--- config.mk ---
export PLATFORM = sky130hd
export DESIGN_NAME = xsleena_rom_loader
export DESIGN_NICKNAME = d
export VERILOG_FILES = /design/src/rtl/xsleena_rom_loader.sv
export SDC_FILE = /design/constraint.sdc
export NUM_CORES = 1
export LEC_CHECK = 0
export ABC_AREA = 1
export CAP_MARGIN = 10
export CORE_MARGIN = 5
export CORE_UTILIZATION = 58
export CTS_BUF_LIST = sky130_fd_sc_hd__clkbuf_8
export DETAILED_ROUTE_END_ITERATION = 6
export PLACE_DENSITY = 0.89
export SLEW_MARGIN = 20
export SYNTH_ARGS = -nofsm -noshare
export SYNTH_HDL_FRONTEND = slang
export SYNTH_SLANG_ARGS = --single-unit
export TNS_END_PERCENT = 30
--- constraint.sdc ---
create_clock -name clk -period 2.7 [get_ports clk]
set_input_delay 0.675 -clock clk [delete_from_list [all_inputs] [get_ports clk]]
set_output_delay 0.675 -clock clk [all_outputs]
set_load 0.05 [all_outputs]
--- src/rtl/xsleena_rom_loader.sv ---
// HPS ioctl download splitter: maps each accepted byte onto a region-relative write
// on the shared bram_* ROM-load bus, counting and checksumming the image as it goes.
module xsleena_rom_loader #(
  parameter int                 NREG        = 8,
  parameter logic [NREG*20-1:0] REGION_BASE = {20'h38000, 20'h30000, 20'h28000, 20'h20000,
                                               20'h18000, 20'h10000, 20'h08000, 20'h00000},
  parameter logic [19:0]        TOTAL_BYTES = 20'h40000,
  parameter logic [7:0]         ROM_INDEX   = 8'h00
) (
  input  logic            clk,
  input  logic            RESETn,
  input  logic            ioctl_download,
  input  logic [7:0]      ioctl_index,
  input  logic            ioctl_wr,
  input  logic [24:0]     ioctl_addr,
  input  logic [7:0]      ioctl_dout,
  output logic            ioctl_wait,
  output logic [19:0]     bram_addr,
  output logic [7:0]      bram_data,
  output logic            bram_wr,
  output logic [NREG-1:0] bram_cs,
  output logic            rom_ready,
  output logic            load_error,
  output logic [7:0]      checksum
);

  localparam logic [2:0] IDLE   = 3'd0;
  localparam logic [2:0] LOAD   = 3'd1;
  localparam logic [2:0] DECODE = 3'd2;
  localparam logic [2:0] WRITE  = 3'd3;
  localparam logic [2:0] DONE   = 3'd4;

  logic [2:0]      state;
  logic [24:0]     count;
  logic            overrun;
  logic            in_range;
  logic            image_ok;
  logic [NREG-1:0] cs_next;
  logic [19:0]     rel_next;

  assign in_range = ioctl_addr < {5'd0, TOTAL_BYTES};
  assign image_ok = (count == {5'd0, TOTAL_BYTES}) && !overrun;

  // Highest region whose base is <= addr wins; bases are ascending.
  always_comb begin
    cs_next    = '0;
    cs_next[0] = 1'b1;
    rel_next   = ioctl_addr[19:0] - REGION_BASE[19:0];
    for (int i = 1; i < NREG; i++) begin
      if (ioctl_addr >= {5'd0, REGION_BASE[i*20 +: 20]}) begin
        cs_next    = '0;
        cs_next[i] = 1'b1;
        rel_next   = ioctl_addr[19:0] - REGION_BASE[i*20 +: 20];
      end
    end
  end

  assign ioctl_wait = (state == DECODE) || (state == WRITE);
  assign bram_wr    = (state == WRITE);

  always_ff @(posedge clk or negedge RESETn) begin
    if (!RESETn) begin
      state      <= IDLE;
      count      <= '0;
      overrun    <= 1'b0;
      checksum   <= '0;
      rom_ready  <= 1'b0;
      load_error <= 1'b0;
      bram_addr  <= '0;
      bram_data  <= '0;
      bram_cs    <= '0;
    end else begin
      case (state)
        IDLE: begin
          if (ioctl_download && ioctl_index == ROM_INDEX) begin
            state      <= LOAD;
            count      <= '0;
            overrun    <= 1'b0;
            checksum   <= '0;
            rom_ready  <= 1'b0;
            load_error <= 1'b0;
          end
        end
        LOAD: begin
          // Decoded bus fields are captured with the strobe so they are
          // stable for the whole DECODE/WRITE window.
          if (ioctl_wr && in_range) begin
            state     <= DECODE;
            bram_addr <= rel_next;
            bram_cs   <= cs_next;
            bram_data <= ioctl_dout;
          end else if (!ioctl_download) begin
            state <= DONE;
          end
        end
        DECODE: begin
          if (ioctl_wr) overrun <= 1'b1;
          state <= WRITE;
        end
        WRITE: begin
          if (ioctl_wr) overrun <= 1'b1;
          count    <= count + 25'd1;
          checksum <= checksum + bram_data;
          state    <= LOAD;
        end
        DONE: begin
          rom_ready  <= image_ok;
          load_error <= !image_ok;
          state      <= IDLE;
        end
        default: state <= IDLE;
      endcase
    end
  end

endmodule

==> flow_summary.yaml <==
worst_setup_path:
  crit_family: "buffers and inverters"
  crit_fanout: 4
  start_kind: "register"
  critPathLaunch: "state[2]"
  required_ps: 2030
  cp-end-kind: "output port"
  crit_path_max_incr_delay_ps: 840
  rr_startpoint: "state[2]"
  endpoint: "ioctl_wait"
  ff2ff_path_depth: 12
  arrival_ps: 1820
  r2r_setup_slack_ps: 480
  path_depth: 2
  worst-setup-path-type: "reg2out"
  rr_endpoint: "count[24]"
  cp_slowest_cell: "clkdlybuf4s50_1"
  path_buf_inv: 1
  worstPathCellList: "nor2_4 -> clkdlybuf4s50_1"
global_route:
  track_usage_pct: 29.2
  first_global_vias: 4728
  antenna_found_initial: 0
  grt-ovfl-total: 0
  grt_pass1_wl_mm: 22.6
  grt_max_degree: 30
finish:
  n_antenna_cell: 0
  drive_above_1_share_pct: 13.4
  seq_area_sq_mm: 0.00188
  multiInputGateArea_sq_mm: 0.00233
  final_cells: 851
  fill_cells: 528
  finalCoreUtilization_pct: 79.8
  area_growth_pct: 35.9
  nets: 810
placed_design:
  pre_cts_ws_ps: -115
  dp_hpwl_mm: 10.5
  dp.cells: 835
  io_buffers: 92
  finalWeightedCongestion: 0.963
yosys:
  ys_ff_latch: 75
  synth_top_cell_area_share_pct: 41.8
  synth_nets: 667
  ys.flop_type: "dfrtp_1"
  synthTopCellsByCount: "182 x nand2_1, 75 x dfrtp_1, 69 x nor2_1"
  yosysSeqAreaShare_pct: 41.8
  yosys.area.top_type: "dfrtp_1"
  netlist_area_sq_mm: 0.00449
  synthDistinctLibCells: 42
  syn_inst: 601
  synth_area_per_cell_sq_um: 7.47
  synth.most_common_cell: "nand2_1"
  synth-async-reset-ratio_pct: 100
  synth_edf_count: 0
  synth_area_leaders: "dfrtp_1 42%, nand2_1 15%, nor2_1 5.8%"
  yosys_warnings: 0
clocking:
  cts_hold_buf: 0
  cts-resized-gates: 0
  cts_tree: "yes"
  post_cts_buffers: 0
  clk_pin_slew_ps: 90
  cts_root_buffer: "clkbuf_8"
  cts_made_buffers: 9
  clock_sinks: 75
  clk_path_buf_depth: 2
  ctsHtreeMaxLevel: 3
  clk-insertion-delay-late_ps: 360
timing:
  slew_viol_final: 0
  rsz0062_at_grt: "false"
  worst_slack_ps: 200
  setup_viol: 0
  post-route-min-period_ps: 2500
  hold_viol_final: 0
  fin_crit_sh_pct: 92.6
  max_freq_mhz: 400
  tightest_slew_ps: 549
  relSlewSlack_pct: 63.3
  clock_skew_ps: 16.4
drt:
  wl_per_cell_um: 16.1
  viasPerCell: 5.53
  wirelength_mm: 13.7
  drcViolationCount: 0
  drtPass1Iterations: 5
  vias: 4703
  detail-route-antenna-nets: 0
  dr.first_iter.drc_count: 301
power:
  finalPower_mw: 3.18
  peakVddDrop_v: 0.000431
  power_density_mw_per_mm2: 521
  power_leakage_nw: 3.00
floorplanning:
  die_h_um: 98.0
  core_area_sq_mm: 0.00765
  die_area_sq_mm: 0.00960
  rows: 32
  fp.dieW_um: 98.0
  ios: 93
  initial_core_util_pct: 58.7
job:
  drv_cap: 0
run_status:
  status: "complete, no violations"
min_path:
  min_path_type: "in2async"
## logic make-up after synthesis
| kind of cell | count (synthesis) | synth area share (%) |
|---|---|---|
| adders and majority gates | 21 | 6.02 |
| buffers and inverters | 75 | 6.35 |
| and+or+nand+nor | 338 | 33.5 |
| DFF | 75 | 41.8 |
| muxes | 4 | 0.892 |
| AOI/OAI and AO/OA | 82 | 10.3 |
| xor gates and xnor gates | 6 | 1.17 |
## layer usage
metal | GRT usage (%) | part of all wire [%] | vias to the layer above
li1 | - | - | 2246
met1 | 35.5 | 41 | 2204
met2 | 50.4 | 50 | 225
met3 | 7.14 | 7.6 | 28
met4 | 10.6 | 2.4 | 0
met5 | 0 | 0 | -
## worst min path at each step
| stage | startpoint | endpoint | slack [ps] |
|---|---|---|---|
| after floorplan | RESETn | bram_addr[0] | 380 |
| after global placement | bram_addr[9] | bram_addr[9] | 460 |
| after detailed placement | bram_addr[9] | bram_addr[9] | 470 |
| after CTS | RESETn | bram_cs[7] | 290 |
| after global routing | RESETn | bram_cs[7] | 330 |
| final | RESETn | bram_cs[7] | 290 |
## state kept, by name (all words and copies together) (netlist names)
name and flops:
bram_addr 20, bram_cs 8, bram_data 8, checksum 8
count 25, load_error 1, overrun 1, rom_ready 1
state 3
## power breakdown
part           switching [mW]  internal [mW]
clock network           0.460          0.557
logic                   0.529          0.319
registers              0.0949           1.22
## cells in the final DEF (no fill, tap or decap), types with 2 or more instances in the layout
cell             count
inv_1               57
nor3_1               7
a21oi_1             30
nand4_1             12
xnor2_1              3
o21ai_1              6
ha_1                20
nand2_1            182
bufinv_16            2
clkbuf_8            10
o21ai_0             27
clkdlybuf4s50_1     90
inv_2                8
o31ai_1              4
dfrtp_1             75
mux2i_1              4
nor3_4               2
o21a_1               2
nand2_2              4
nor4_1               7
xor2_1               3
nand3_1             35
a22o_1               4
clkinv_4             3
nand3_2              4
nor2_4               4
nor2_2               7
nor2_1              68
o22ai_1              3
buf_4               50
## through the flow
| step | area, sq um | TNS, ps | hold slack, ps |
|---|---|---|---|
| 2_1_floorplan | 4490 | 0 | 379 |
| 3_3_place_gp | 5860 | -247 | 464 |
| 3_5_place_dp | 5860 | -340 | 466 |
| 4_1_cts | 6100 | 0 | 292 |
| 5_1_grt | 6100 | 0 | 326 |
| 6_report | 6100 | 0 | 293 |
## area by class of cell
type / count / area share [%]
Timing Repair Buffer: 141 / 21.0
Inverter: 66 / 4.08
Clock inverter: 6 / 1.60
Sequential cell: 75 / 30.8
Tap cell: 102 / 2.09
Multi-Input combinational cell: 451 / 38.2
Clock buffer: 10 / 2.26
No activity file was read; power rests on OpenSTA's default activity.
